==> config.mk <==
export PLATFORM = sky130hd
export DESIGN_NAME = binarize_sequencer
export DESIGN_NICKNAME = d
export VERILOG_FILES = /design/src/rtl/binarize_sequencer.sv
export SDC_FILE = /design/constraint.sdc
export NUM_CORES = 1
export LEC_CHECK = 0
export ABC_AREA = 1
export ABC_CLOCK_PERIOD_IN_PS = 1500
export CORE_MARGIN = 2
export CORE_UTILIZATION = 49
export CTS_BUF_LIST = sky130_fd_sc_hd__clkbuf_4
export DETAILED_ROUTE_END_ITERATION = 8
export HOLD_SLACK_MARGIN = 0.15
export PLACE_DENSITY_LB_ADDON = 0.2
export SLEW_MARGIN = 20
export SYNTH_ARGS = -nofsm -noshare
export SYNTH_HDL_FRONTEND = slang
export SYNTH_SLANG_ARGS = --single-unit
==> constraint.sdc <==
create_clock -name clk -period 1.5 [get_ports clk]
set_input_delay 0.3 -clock clk [delete_from_list [all_inputs] [get_ports clk]]
set_output_delay 0.3 -clock clk [all_outputs]
set_load 0.05 [all_outputs]
==> src/rtl/binarize_sequencer.sv <==
// -----------------------------------------------------------------------------
// binarize_sequencer
//
// Phase sequencer for the image binarization datapath. One frame runs:
//   CLEAR  : one-cycle clear pulse to the 256 histogram counters
//   HIST   : stream every pixel address, counters accumulate one cycle later
//   HDRAIN : let the last pixel reach the counters
//   SEARCH : kick the CDF priority encoder, wait (bounded) for its result
//   THRESH : re-stream every pixel, write back binarized result one cycle later
//   TDRAIN : final write
//   DONE   : hold done until the next start or reset
//
// Ports
//   clk, rst_n   single clock, synchronous active-low reset
//   start        begin a frame (honoured only in IDLE or DONE)
//   busy         high in every state except IDLE and DONE
//   mem_rd_en    pixel read strobe, mem_addr its address (0 when not reading)
//   cnt_clear    histogram clear pulse; cnt_en histogram accumulate
//   enc_start    encoder kick pulse; enc_done / thresh_in encoder result
//   thresh_q     latched threshold (128 after an encoder timeout)
//   we, wr_addr  write-back strobe and address (wr_addr is 0 when we is low)
//   done         frame complete; error sticky encoder timeout for this frame
//
// Every output comes straight from a register.
// -----------------------------------------------------------------------------
module binarize_sequencer #(
  parameter int NUM_PIXELS  = 65536,
  parameter int ADDR_W      = 16,
  parameter int ENC_TIMEOUT = 512
) (
  input  logic              clk,
  input  logic              rst_n,
  input  logic              start,
  output logic              busy,
  output logic              mem_rd_en,
  output logic [ADDR_W-1:0] mem_addr,
  output logic              cnt_clear,
  output logic              cnt_en,
  output logic              enc_start,
  input  logic              enc_done,
  input  logic [7:0]        thresh_in,
  output logic [7:0]        thresh_q,
  output logic              we,
  output logic [ADDR_W-1:0] wr_addr,
  output logic              done,
  output logic              error
);

  typedef enum logic [2:0] {
    S_IDLE, S_CLEAR, S_HIST, S_HDRAIN, S_SEARCH, S_THRESH, S_TDRAIN, S_DONE
  } state_t;

  localparam int                WAIT_W    = $clog2(ENC_TIMEOUT + 1);
  localparam logic [ADDR_W-1:0] LAST_ADDR = ADDR_W'(NUM_PIXELS - 1);
  localparam logic [WAIT_W-1:0] LAST_WAIT = WAIT_W'(ENC_TIMEOUT - 1);
  localparam logic [7:0]        FALLBACK_THRESH = 8'd128;

  state_t              r_state;
  logic [ADDR_W-1:0]   r_idx;       // next pixel address of the current pass
  logic [WAIT_W-1:0]   r_wait;      // SEARCH cycles already spent
  logic                r_busy;
  logic                r_mem_rd_en;
  logic [ADDR_W-1:0]   r_mem_addr;
  logic                r_cnt_clear;
  logic                r_cnt_en;
  logic                r_enc_start;
  logic [7:0]          r_thresh_q;
  logic                r_we;
  logic [ADDR_W-1:0]   r_wr_addr;
  logic                r_done;
  logic                r_error;

  // Read data lands one cycle after the strobe, so the consumer of each pass
  // is enabled from the previous cycle's strobe, qualified by which pass it was.
  logic w_hist_pass;
  logic w_thresh_pass;
  assign w_hist_pass   = (r_state == S_HIST)   || (r_state == S_HDRAIN);
  assign w_thresh_pass = (r_state == S_THRESH) || (r_state == S_TDRAIN);

  // NOTE: all state is updated with non-blocking assignments so every
  // right-hand side sees the pre-edge value, exactly like the flops it models.
  always_ff @(posedge clk) begin
    if (!rst_n) begin
      r_state     <= S_IDLE;
      r_idx       <= '0;
      r_wait      <= '0;
      r_busy      <= 1'b0;
      r_mem_rd_en <= 1'b0;
      r_mem_addr  <= '0;
      r_cnt_clear <= 1'b0;
      r_cnt_en    <= 1'b0;
      r_enc_start <= 1'b0;
      r_thresh_q  <= '0;
      r_we        <= 1'b0;
      r_wr_addr   <= '0;
      r_done      <= 1'b0;
      r_error     <= 1'b0;
    end else begin
      // Pulse-type outputs default low; states below raise them as needed.
      r_cnt_clear <= 1'b0;
      r_enc_start <= 1'b0;
      r_mem_rd_en <= 1'b0;
      r_mem_addr  <= '0;

      r_cnt_en  <= r_mem_rd_en && w_hist_pass;
      r_we      <= r_mem_rd_en && w_thresh_pass;
      r_wr_addr <= (r_mem_rd_en && w_thresh_pass) ? r_mem_addr : '0;

      case (r_state)
        S_IDLE, S_DONE: begin
          if (start) begin
            r_state    <= S_CLEAR;
            r_busy     <= 1'b1;
            r_done     <= 1'b0;
            r_error    <= 1'b0;
            r_thresh_q <= '0;
          end
        end

        S_CLEAR: begin
          r_cnt_clear <= 1'b1;
          r_idx       <= '0;
          r_state     <= S_HIST;
        end

        S_HIST, S_THRESH: begin
          r_mem_rd_en <= 1'b1;
          r_mem_addr  <= r_idx;
          if (r_idx == LAST_ADDR) begin
            r_state <= (r_state == S_HIST) ? S_HDRAIN : S_TDRAIN;
          end else begin
            r_idx <= r_idx + 1'b1;
          end
        end

        S_HDRAIN: begin
          r_wait  <= '0;
          r_state <= S_SEARCH;
        end

        S_SEARCH: begin
          r_enc_start <= (r_wait == '0);
          // A result arriving on the timeout cycle itself still counts.
          if (enc_done) begin
            r_thresh_q <= thresh_in;
            r_idx      <= '0;
            r_state    <= S_THRESH;
          end else if (r_wait == LAST_WAIT) begin
            r_error    <= 1'b1;
            r_thresh_q <= FALLBACK_THRESH;
            r_idx      <= '0;
            r_state    <= S_THRESH;
          end else begin
            r_wait <= r_wait + 1'b1;
          end
        end

        S_TDRAIN: begin
          r_busy  <= 1'b0;
          r_done  <= 1'b1;
          r_state <= S_DONE;
        end

        default: r_state <= S_IDLE;
      endcase
    end
  end

  assign busy      = r_busy;
  assign mem_rd_en = r_mem_rd_en;
  assign mem_addr  = r_mem_addr;
  assign cnt_clear = r_cnt_clear;
  assign cnt_en    = r_cnt_en;
  assign enc_start = r_enc_start;
  assign thresh_q  = r_thresh_q;
  assign we        = r_we;
  assign wr_addr   = r_wr_addr;
  assign done      = r_done;
  assign error     = r_error;

endmodule
-- Yosys cells after proc, flatten, opt, wreduce, memory -nomap -nowiden
Cells that the tools add are included.
- $add $sub $neg: 2
- equality and inequality tests: 16
- multiplexer cells: 26
- reductions and logical operators: 21
- operators by type and width (operator ; number):
    2-to-1 mux 16 bit ; 3
    case mux 16 bit (3 select lines) ; 1
    2-to-1 mux 8 bit ; 3
    2-to-1 mux 10 bit ; 2
    case mux 10 bit (2 select lines) ; 1
    case mux 3 bit (6 select lines) ; 1
    adder 16 x 1 -> 16 bit, second input constant ; 1
    equality test 16 bit, second input constant ; 1
    case mux 8 bit (2 select lines) ; 1
    2-to-1 mux 3 bit ; 5
    equality test 3 bit, second input constant ; 4
    != test 2 bit, second input constant ; 6
    AND reduction 3 bit ; 4
    adder 10 x 1 -> 10 bit, second input constant ; 1
    equality test 10 x 9 -> 1 bit, second input constant ; 1
    zero test 10 bit ; 1
    AND reduction 2 bit ; 4
    equality test 3 x 2 -> 1 bit, second input constant ; 2
    2-to-1 mux 1 bit ; 6
    case mux 1 bit (2 select lines) ; 3
    nonzero test 2 bit ; 3
    AND reduction 4 bit ; 1
    OR reduction 2 bit ; 2
    equality test 3 x 1 -> 1 bit, second input constant ; 1
    5 further kinds ; 7
- register bits after elaboration: 77
- output and inout bits: 48
- logic and storage cells: 79

-- Depth between registers and ports, before layout
Gate-level depths: netlist (run 1).
- word-level depth: 4
- depth in mapped cells: 11

-- Worst setup path before layout (run 1)
Ideal clock, no wire load.
- path type: reg2reg
- from: register r_idx[0]
- to: register r_idx[11]
- data arrival time: 1471 ps
- required time: 1391 ps
- path slack: -80 ps
- stages on the path, launching flop included: 10
- buffers on the path: 1
- clock period less this slack: 1580 ps
- cell sequence: dfxtp_1 > ha_1 > nand3_2 > nor2_2 > nand3_4 > nand3_4 > buf_12 > nand2_1 > nand2_1 > inv_1
- cells in the longest elaborated chain, start to end: 3
- elaborated cells on any way between the ends: 6
- classes of those cells: add/sub: 1; eq/ne: 2; mux: 2; reduce/logical: 1
- RTL lines (element ; line ; text):
    start: declaration ; 59 ; logic [ADDR_W-1:0] r_idx;
    start signal: assignment ; 132 ; r_idx <= r_idx + 1'b1;
    adder 16 x 1 -> 16 bit / equality test 16 bit (equally long branches) ; 132, 129 ;
    2-to-1 mux 16 bit / != test 2 bit (equally long branches) ; -- ;
    case mux 16 bit (3 select lines) / AND reduction 3 bit (equally long branches) ; -- ;
Several ways; a longest one is shown, not always the timed one. The select of a mux whose other input is x is not followed.
A chain may end at the register's enable or synchronous reset.

-- Final worst setup path (run 1)
- from: register r_state[1]
- to: register r_wait[7]
- cells in the longest elaborated chain, start to end: 3
- elaborated cells on any way between the ends: 7
- classes of those cells: eq/ne: 4; mux: 1; reduce/logical: 2
- RTL lines (element ; line ; text):
    start: declaration ; 58 ; state_t r_state;
    start signal: assignment ; 130 ; r_state <= (r_state == S_HIST) ? S_HDRAIN : S_TDRAIN;
    equality test 3 bit / equality test 3 x 2 -> 1 bit (equally long branches) ; 109 ; case (r_state)
    != test 2 bit (no line) / nonzero test 2 bit (equally long branches) ; -- ;
    AND reduction 3 bit (no line) ; -- ;
    end signal: assignment ; 154 ; r_wait <= r_wait + 1'b1;
    end: declaration ; 60 ; logic [WAIT_W-1:0] r_wait;
Several ways; a longest one is shown, not always the timed one.

==> results.sh, run 1 <==
export IMPL_synth_top_family_by_area="simple AND/OR/NAND/NOR gates"
export IMPL_cts_hold_buf=0
export IMPL_initial_core_util=0.503
export IMPL_r2r_end="r_wait[7]"
export IMPL_crit_type="reg2reg"
export IMPL_cp_max_fo=15
export IMPL_critPathLaunchType="flip-flop"
export IMPL_finalSetupViolCount=0
export IMPL_cp_common_cell="nor2_1"
export IMPL_drive_gt1_frac=0.340
export IMPL_cts_buffers=9
export IMPL_synthMuxAreaShare=0
export IMPL_final_cell_mix="82 x nand2_1, 75 x nor2_1, 62 x inv_1, 62 x dfxtp_1, 53 x buf_4"
export IMPL_synth_simple_area_share=0.349
export IMPL_postPlaceCellArea_sq_mm=0.00475
export IMPL_endpoint="r_wait[7]"
export IMPL_drtIter0Drc=128
export IMPL_area_growth_syn_to_layout_pct=52.5
export IMPL_power_density_mw_per_mm2=1450
export IMPL_period_share=0.995
export IMPL_status="completed"
export IMPL_grt_antenna_before_repair=0
export IMPL_die_height_um=87.3
export IMPL_cts_root_buffer="clkbuf_4"
export IMPL_die_area_sq_mm=0.00762
export IMPL_synth_compound_area_frac=0.0795
export IMPL_finalSetupTns_ps=0
export IMPL_critPathArrivalTime_ps=1860
export IMPL_timing_rr_start="r_state[1]"
export IMPL_cts_num_sinks=77
export IMPL_hold_class="in2reg"
export IMPL_synthDistinctLibCells=28
export IMPL_row_count=30
export IMPL_core_sq_mm=0.00676
export IMPL_synth_top_area_frac=0.453
export IMPL_vdd_ir_drop_max_mv=0.969
export IMPL_grt_max_degree=21
export IMPL_hold_violations=0
export IMPL_grt_usage=0.227
export IMPL_crit_path_cell_trace="nor2_4 > nand2_2 > nor2_1 > nand2_2 > buf_4 > nand2_8 > nand2_4 > nor2_1 > nor2_1 > nor2_1"
export IMPL_grt_ovfl_total=0
export IMPL_finalCriticalPeriod_ps=1490
export IMPL_slew_headroom=0.809
export IMPL_synth_xor_area_frac=0
export IMPL_grt_first_pass_wirelength_um=13700
export IMPL_slowest_delay_ps=400
export IMPL_dr_pass1_iters=4
export IMPL_syn_area_sq_mm=0.00340
export IMPL_r2r_cells=10
export IMPL_hpwl_um=5950
export IMPL_ys_top_cells_by_area="dfxtp_1 45%, nand2_1 10%, nor2_1 9.2%"
export IMPL_synthCells=464
export IMPL_clk_pin_slew_worst_paths_ps=130
export IMPL_routedWlPerCell_um=12.6
export IMPL_die_w_um=87.3
export IMPL_clock_path_buffers=2
export IMPL_htree_levels=3
export IMPL_avgSynthCellArea_sq_um=7.33
export IMPL_final_antenna_net_count=0
export IMPL_drv_cap=0
export IMPL_rrSetupSlack_ps=8
export IMPL_diodes=0
export IMPL_fin_nets=589
export IMPL_grt_pass1_vias=3230
export IMPL_final_common_cell="nand2_1"
export IMPL_end_kind="flip-flop"
export IMPL_vias=3335
export IMPL_ios=60
export IMPL_startpoint="r_state[1]"
export IMPL_grt_setup_unrepaired="yes"
export IMPL_slew_violations=0
export IMPL_syn_num_nets=479
export IMPL_place_congestion=0.877
export IMPL_vias_per_cell=5.06
export IMPL_fmax_mhz=670
export IMPL_cts_tree="built"
export IMPL_clk_latency_ps=430
export IMPL_ys_warn_count=0
export IMPL_drc=0
export IMPL_finalInstanceArea_sq_mm=0.00518
export IMPL_wirelength_um=8320
export IMPL_tightestPinTransition_ps=286
export IMPL_leakage_nw=2.15
export IMPL_yosysTopAreaCell="dfxtp_1"
export IMPL_skew_ps=14.6
export IMPL_ys_ff_latch=77
export IMPL_required_ps=1860
export IMPL_yosys_area_share_adder=0.0110
export IMPL_port_buffers=59
export IMPL_cp_slowest_cell="dfxtp_4"
export IMPL_synth_seq_area_share=0.453
-- final cells by class --
type                    count  area [sq um]
repair buffers            110          1400
clock inverters             7           104
inverters                  71           275
clock buffers               9          67.6
multi-input cells         305          1660
fillers                   490          1570
well taps                  80           100
flip-flops and latches     77          1580
-- registers in the layout (all words and copies together), names as in the netlist, 3 cells and up --
register	cells
r_state	3
r_wait	10
mem_addr	16
wr_addr	16
r_idx	16
thresh_q	8
-- critical path, delay by kind of cell, from the launching register on --
kind	cells	cell delay [ps]
flip-flops	1	400
buffers and inverters	1	160
AND/OR/NAND/NOR	9	870
-- report_power, final --
part | switching [mW] | leakage (nW) | internal [mW]
sequential | 0.242 | 0.632 | 2.26
clock | 0.795 | 0.0915 | 0.699
combinational | 1.97 | 1.42 | 1.53
total | 3.01 | 2.15 | 4.49
-- metal layers --
| layer | track usage | vias to the layer above | share of wire |
|---|---|---|---|
| li1 | - | 1680 | - |
| met4 | 0.0881 | 0 | 0.022 |
| met1 | 0.253 | 1553 | 0.40 |
| met5 | 0 | - | 0 |
| met3 | 0.0483 | 17 | 0.041 |
| met2 | 0.417 | 85 | 0.54 |
-- kinds of logic after synthesis --
group | after synthesis
simple gates | 256
buf+inv | 82
flops | 77
compound gates | 46
fa+ha+maj | 3
-- cells in the mapped netlist --
| library cell | count |
|---|---|
| nand3_4 | 3 |
| a21oi_1 | 23 |
| nand3_1 | 29 |
| inv_1 | 68 |
| nand4_1 | 19 |
| nand2_2 | 13 |
| buf_2 | 3 |
| o21ai_4 | 1 |
| o21ai_0 | 14 |
| nand2_4 | 2 |
| nand3b_1 | 2 |
| clkbuf_1 | 2 |
| buf_1 | 1 |
| nor2_2 | 1 |
| nand3_2 | 2 |
| buf_12 | 2 |
| o31ai_1 | 1 |
| a21oi_2 | 7 |
| nor2_4 | 3 |
| buf_6 | 2 |
| nand2_1 | 93 |
| ha_1 | 3 |
| buf_4 | 1 |
| nor3_1 | 5 |
| inv_2 | 3 |
| or2_2 | 1 |
| dfxtp_1 | 77 |
| nor2_1 | 83 |
-- how the worst min path moves through the flow --
stage,start,end,cells past startpoint
finish,thresh_in[6],thresh_q[6],3
global route,thresh_in[6],thresh_q[6],3
CTS,thresh_in[2],thresh_q[2],3
detailed placement,mem_addr[13],wr_addr[13],2
global placement,mem_addr[7],wr_addr[7],2
floorplan,r_idx[7],mem_addr[7],2
-- what timing repair did --
action | 4_1_cts | 5_1_grt
pin swaps | 1 | 11
buffers inserted | 2 | 4
gates resized for setup | 15 | 56
setup endpoints to repair | 49 | 50
-- metrics by stage --
step	utilization	power, mW	instances	worst slack (ps)	hold slack, ps
after global routing	0.767	7.93	659	-81.4	413
after floorplan	-	4.53	464	6.87	444
after detailed placement	0.702	5.59	637	-157	455
final	0.767	7.50	659	7.83	412
after global placement	0.702	5.49	637	-123	450
after CTS	0.737	7.19	655	-7.68	399
(Power assumes the default switching activity.)
==> inputs of run 2 (changes only) <==
--- a/config.mk
+++ b/config.mk
@@ -7,12 +7,13 @@
 export LEC_CHECK = 0
 export ABC_AREA = 1
 export ABC_CLOCK_PERIOD_IN_PS = 1500
-export CORE_MARGIN = 2
+export CORE_MARGIN = 1
 export CORE_UTILIZATION = 49
 export CTS_BUF_LIST = sky130_fd_sc_hd__clkbuf_4
 export DETAILED_ROUTE_END_ITERATION = 8
 export HOLD_SLACK_MARGIN = 0.15
 export PLACE_DENSITY_LB_ADDON = 0.2
+export SKIP_LAST_GASP = 1
 export SLEW_MARGIN = 20
 export SYNTH_ARGS = -nofsm -noshare
 export SYNTH_HDL_FRONTEND = slang
==> results.sh, run 2 (synthesized netlist as in run 1, its figures left out) <==
export IMPL_status="completed"
export IMPL_critPathArrivalTime_ps=1830
export IMPL_cts_tree="built"
export IMPL_die_w_um=85.3
export IMPL_drtIter0Drc=227
export IMPL_grt_ovfl_total=0
export IMPL_finalSetupTns_ps=0
export IMPL_crit_type="reg2reg"
export IMPL_vias=3386
export IMPL_finalCriticalPeriod_ps=1490
export IMPL_cp_max_fo=5
export IMPL_r2r_end="r_idx[2]"
export IMPL_hold_path_startpoint="thresh_in[0]"
export IMPL_final_setup_worst_slack_ps=8.95
export IMPL_drive_gt1_frac=0.324
export IMPL_drv_cap=0
export IMPL_grt_antenna_before_repair=0
export IMPL_drc=0
export IMPL_routedWlPerCell_um=12.8
export IMPL_diodes=0
export IMPL_timing_rr_start="r_wait[1]"
export IMPL_dp_cells=637
export IMPL_final_cell_mix="88 x nand2_1, 75 x nor2_1, 65 x inv_1, 65 x dfxtp_1, 59 x buf_4"
export IMPL_area_growth_syn_to_layout_pct=50.9
export IMPL_core_sq_mm=0.00653
export IMPL_dr_pass1_iters=4
export IMPL_slew_headroom=0.784
export IMPL_cts_buffers=9
export IMPL_finalInstanceArea_sq_mm=0.00513
export IMPL_fmax_mhz=671
export IMPL_required_ps=1840
export IMPL_finalSetupViolCount=0
export IMPL_skew_ps=14.9
export IMPL_clk_pin_slew_worst_paths_ps=130
export IMPL_grt_setup_unrepaired="yes"
export IMPL_final_common_cell="nand2_1"
export IMPL_cts_hold_buf=0
export IMPL_finalPower_mw=7.30
export IMPL_grt_usage=0.233
export IMPL_ios=60
export IMPL_cts_num_sinks=77
export IMPL_fin_cells=661
export IMPL_die_height_um=85.3
export IMPL_grt_first_pass_wirelength_um=13400
export IMPL_final_antenna_net_count=0
export IMPL_slowest_delay_ps=370
export IMPL_htree_levels=3
export IMPL_hold_end="thresh_q[0]"
export IMPL_wirelength_um=8480
export IMPL_vdd_ir_drop_max_mv=1.17
export IMPL_grt_pass1_vias=3148
export IMPL_leakage_nw=2.15
export IMPL_power_density_mw_per_mm2=1420
export IMPL_hpwl_um=5950
export IMPL_clock_path_buffers=2
export IMPL_min_path_cells=3
export IMPL_period_share=0.994
export IMPL_row_count=29
export IMPL_cts_root_buffer="clkbuf_4"
export IMPL_r2r_cells=10
export IMPL_critPathLaunchType="flip-flop"
export IMPL_port_buffers=59
export IMPL_tightestPinTransition_ps=323
export IMPL_place_congestion=0.823
export IMPL_postPlaceCellArea_sq_mm=0.00475
export IMPL_fin_nets=594
export IMPL_vias_per_cell=5.12
export IMPL_crit_path_cell_trace="ha_4 > nand3_4 > inv_2 > nand3_2 > nand2_4 > buf_6 > nand3_4 > clkbuf_16 > nand2_1 > a21oi_1"
export IMPL_hold_class="in2reg"
export IMPL_clk_latency_ps=440
export IMPL_fillers=438
export IMPL_cp_common_cell="nand3_4"
export IMPL_die_area_sq_mm=0.00728
export IMPL_rrSetupSlack_ps=9
export IMPL_slew_violations=0
export IMPL_hold_violations=0
export IMPL_place_ws_ps=-144
export IMPL_initial_core_util=0.520
export IMPL_grt_max_degree=17
export IMPL_end_kind="flip-flop"
export IMPL_cp_slowest_cell="dfxtp_2"
run 2: changes by cell type in the layout (fill, tap and decap cells not counted), moves of 3 or more:
cell | before | now
dfxtp_4 | 8 | 1
nand2_2 | 18 | 11
buf_4 | 53 | 59
nand2_1 | 82 | 88
dfxtp_2 | 7 | 11
dfxtp_1 | 62 | 65
inv_1 | 62 | 65
run 2: area by class of cell:
type | count | area [sq um] | area share
clock buffer | 9 | 67.6 | 0.0132
clock inverter | 7 | 73.8 | 0.0144
inverter | 71 | 270 | 0.0527
multi-input combinational | 305 | 1620 | 0.316
sequential | 77 | 1560 | 0.304
tap | 77 | 96.3 | 0.0188
timing repair buffer | 115 | 1440 | 0.281
run 2: what timing repair did:
action | CTS | global route
buffers inserted | 4 | 3
pin swaps | 1 | 6
cloned | 0 | 1
gates resized for setup | 13 | 33
endpoints found under the setup margin | 40 | 32
run 2: per-stage QoR:
step                       util  hold slack, ps
after floorplan               -             444
after global placement    0.728             452
after detailed placement  0.728             459
after CTS                 0.760             395
after global routing      0.785             406
final                     0.785             407
run 2: power breakdown:
group | total, mW | leakage (nW) | internal [mW] | switching (mW)
clock | 1.29 | 0.0763 | 0.513 | 0.776
combinational | 3.54 | 1.45 | 1.57 | 1.97
sequential | 2.47 | 0.629 | 2.25 | 0.227
run 2: worst max-delay path, delay by kind of cell, from the launching register on:
family,cells,cell delay (ps)
compound gates,1,50
fa+ha+maj,1,150
buf+inv,3,370
flops,1,370
simple gates,5,430
run 2: per-layer routing:
metal  up-vias  wire (um)  GRT usage
met5         -          0          0
met4         0        181     0.0955
met3        19        503     0.0691
met2       132       4450      0.427
met1      1547       3350      0.250
li1       1688          -          -
run 2: how the worst max path moves through the flow:
stage,start,to,cells past startpoint
2_1_floorplan,r_idx[1],r_idx[11],9
3_3_place_gp,enc_done,r_wait[2],7
3_5_place_dp,rst_n,mem_addr[9],5
4_1_cts,r_wait[0],r_idx[3],10
5_1_grt,r_idx[0],r_idx[15],10
6_report,r_wait[1],r_idx[2],10
==> inputs of run 3 (changes only) <==
--- a/config.mk
+++ b/config.mk
@@ -7,9 +7,10 @@
 export LEC_CHECK = 0
 export ABC_AREA = 1
 export ABC_CLOCK_PERIOD_IN_PS = 1500
-export CORE_MARGIN = 1
+export CORE_MARGIN = 2
 export CORE_UTILIZATION = 49
 export CTS_BUF_LIST = sky130_fd_sc_hd__clkbuf_4
+export CTS_CLUSTER_DIAMETER = 120
 export DETAILED_ROUTE_END_ITERATION = 8
 export HOLD_SLACK_MARGIN = 0.15
 export PLACE_DENSITY_LB_ADDON = 0.2
==> results.sh, run 3 (synthesized netlist as in run 1, its figures left out) <==
export IMPL_status="completed"
export IMPL_cts_hold_buf=0
export IMPL_timing_rr_start="r_state[1]"
export IMPL_rrSetupSlack_ps=10
export IMPL_slew_headroom=0.810
export IMPL_grt_busiest_layer="met2"
export IMPL_drc=0
export IMPL_critPathLaunchType="flip-flop"
export IMPL_wirelength_um=8410
export IMPL_fin_cells=660
export IMPL_startpoint="r_state[1]"
export IMPL_die_w_um=87.3
export IMPL_hold_end="thresh_q[6]"
export IMPL_area_growth_syn_to_layout_pct=52.4
export IMPL_clock_path_buffers=2
export IMPL_die_height_um=87.3
export IMPL_slew_violations=0
export IMPL_final_util=0.767
export IMPL_htree_levels=3
export IMPL_die_area_sq_mm=0.00762
export IMPL_hold_path_startpoint="thresh_in[6]"
export IMPL_p_int_mw=4.50
export IMPL_final_cell_mix="82 x nand2_1, 76 x nor2_1, 62 x inv_1, 62 x dfxtp_1, 54 x buf_4"
export IMPL_dp_cells=637
export IMPL_hold_class="in2reg"
export IMPL_clk_latency_ps=440
export IMPL_grt_ovfl_total=0
export IMPL_drv_cap=0
export IMPL_fmax_mhz=671
export IMPL_clk_pin_slew_worst_paths_ps=130
export IMPL_routedWlPerCell_um=12.7
export IMPL_finalSetupTns_ps=0
export IMPL_finalInstanceArea_sq_mm=0.00518
export IMPL_grt_met3_usage=0.0483
export IMPL_end_kind="flip-flop"
export IMPL_diodes=0
export IMPL_sequentialPowerShare=0.333
export IMPL_critPathArrivalTime_ps=1860
export IMPL_vdd_ir_drop_max_mv=0.970
export IMPL_met1_usage=0.253
export IMPL_fin_nets=590
export IMPL_port_buffers=59
export IMPL_dr_pass1_iters=5
export IMPL_ios=60
export IMPL_grt_pass1_vias=3231
export IMPL_comb_power_share=0.468
export IMPL_switchingPower_mw=3.01
export IMPL_min_path_cells=3
export IMPL_hold_violations=0
export IMPL_finalCriticalPeriod_ps=1490
export IMPL_crit_type="reg2reg"
export IMPL_final_antenna_net_count=0
export IMPL_vias_per_cell=5.08
export IMPL_period_share=0.993
export IMPL_final_common_cell="nand2_1"
export IMPL_leakage_nw=2.15
export IMPL_required_ps=1870
export IMPL_initial_core_util=0.503
export IMPL_grt_max_degree=21
export IMPL_cts_buffers=9
export IMPL_drtIter0Drc=139
export IMPL_r2r_end="r_wait[7]"
export IMPL_core_sq_mm=0.00676
export IMPL_postPlaceCellArea_sq_mm=0.00475
export IMPL_hpwl_um=5950
export IMPL_drive_gt1_frac=0.340
export IMPL_grt_antenna_before_repair=0
export IMPL_row_count=30
export IMPL_p_clk_frac=0.199
export IMPL_vias=3354
export IMPL_grt_first_pass_wirelength_um=13700
export IMPL_cts_num_sinks=77
export IMPL_grt_usage=0.227
export IMPL_cts_tree="built"
export IMPL_place_congestion=0.877
export IMPL_grt_setup_unrepaired="yes"
export IMPL_met2_usage=0.417
export IMPL_tightestPinTransition_ps=285
export IMPL_swShare=0.401
export IMPL_whs_ps=408
export IMPL_cts_root_buffer="clkbuf_4"
export IMPL_finalSetupViolCount=0
export IMPL_r2r_cells=10
export IMPL_cp_max_fo=15
export IMPL_power_density_mw_per_mm2=1450
export IMPL_skew_ps=13.8
-- run 3: cell count changes in the layout (fill, tap and decap cells not counted), moves of 3 or more --
cell and delta:
nor2_4 +3, dfxtp_4 +6, dfxtp_1 -3, nor2_2 -4
nand2_1 -6, buf_4 -5, nand2_4 -3, nand2_2 +8
dfxtp_2 -3, inv_1 -3
-- run 3: what timing repair did --
| item | in CTS | in global routing |
|---|---|---|
| resized for setup | 13 | 55 |
| endpoints found under the setup margin | 49 | 52 |
| pin swaps | 1 | 11 |
| setup buffers | 2 | 5 |
| endpoints found under the hold margin | 0 | 0 |
-- run 3: worst max path at each step --
stage | to | slack (ps) | depth (start not counted)
4_1_cts | r_wait[2] | -40 | 9
6_report | r_wait[7] | 10 | 10
5_1_grt | r_wait[7] | -80 | 11
3_5_place_dp | mem_addr[7] | -160 | 5
3_3_place_gp | r_wait[2] | -120 | 7
2_1_floorplan | r_idx[11] | 7 | 9
-- run 3: area by class of cell --
class                   instances  area (sq um)
fillers                       489          1580
clock inverters                 7           104
repair buffers                111          1410
well taps                      80           100
clock buffers                   9          67.6
flip-flops and latches         77          1580
multi-input cells             305          1650
inverters                      71           275
-- run 3: per-stage QoR --
| stage | total power [mW] | setup slack (ps) |
|---|---|---|
| 2_1_floorplan | 4.53 | 6.87 |
| 3_3_place_gp | 5.49 | -123 |
| 3_5_place_dp | 5.59 | -157 |
| 4_1_cts | 7.19 | -44.3 |
| 5_1_grt | 7.94 | -75.8 |
| 6_report | 7.51 | 10.7 |
-- run 3: worst max-delay path, stage by stage (launching register included) --
cell	delay (ps)
dfxtp_4	400
nor2_4	120
nand2_2	60
nor2_1	140
nand2_2	90
buf_4	160
nand2_8	110
nand2_4	70
nor2_1	120
nor2_1	70
nor2_1	90
-- run 3: power by group through the flow --
stage,Sequential [mW],Combinational (mW),Clock (mW)
6_report,2.50,3.52,1.50
4_1_cts,2.47,3.22,1.50
5_1_grt,2.52,3.82,1.60
3_5_place_dp,2.50,3.09,0
3_3_place_gp,2.49,3.00,0
2_1_floorplan,2.66,1.87,0
-- run 3: per-layer routing --
metal  up-vias  part of all wire
met2        97              0.53
met4         0             0.026
met3        21             0.045
met5         -                 0
li1       1683                 -
met1      1553              0.40
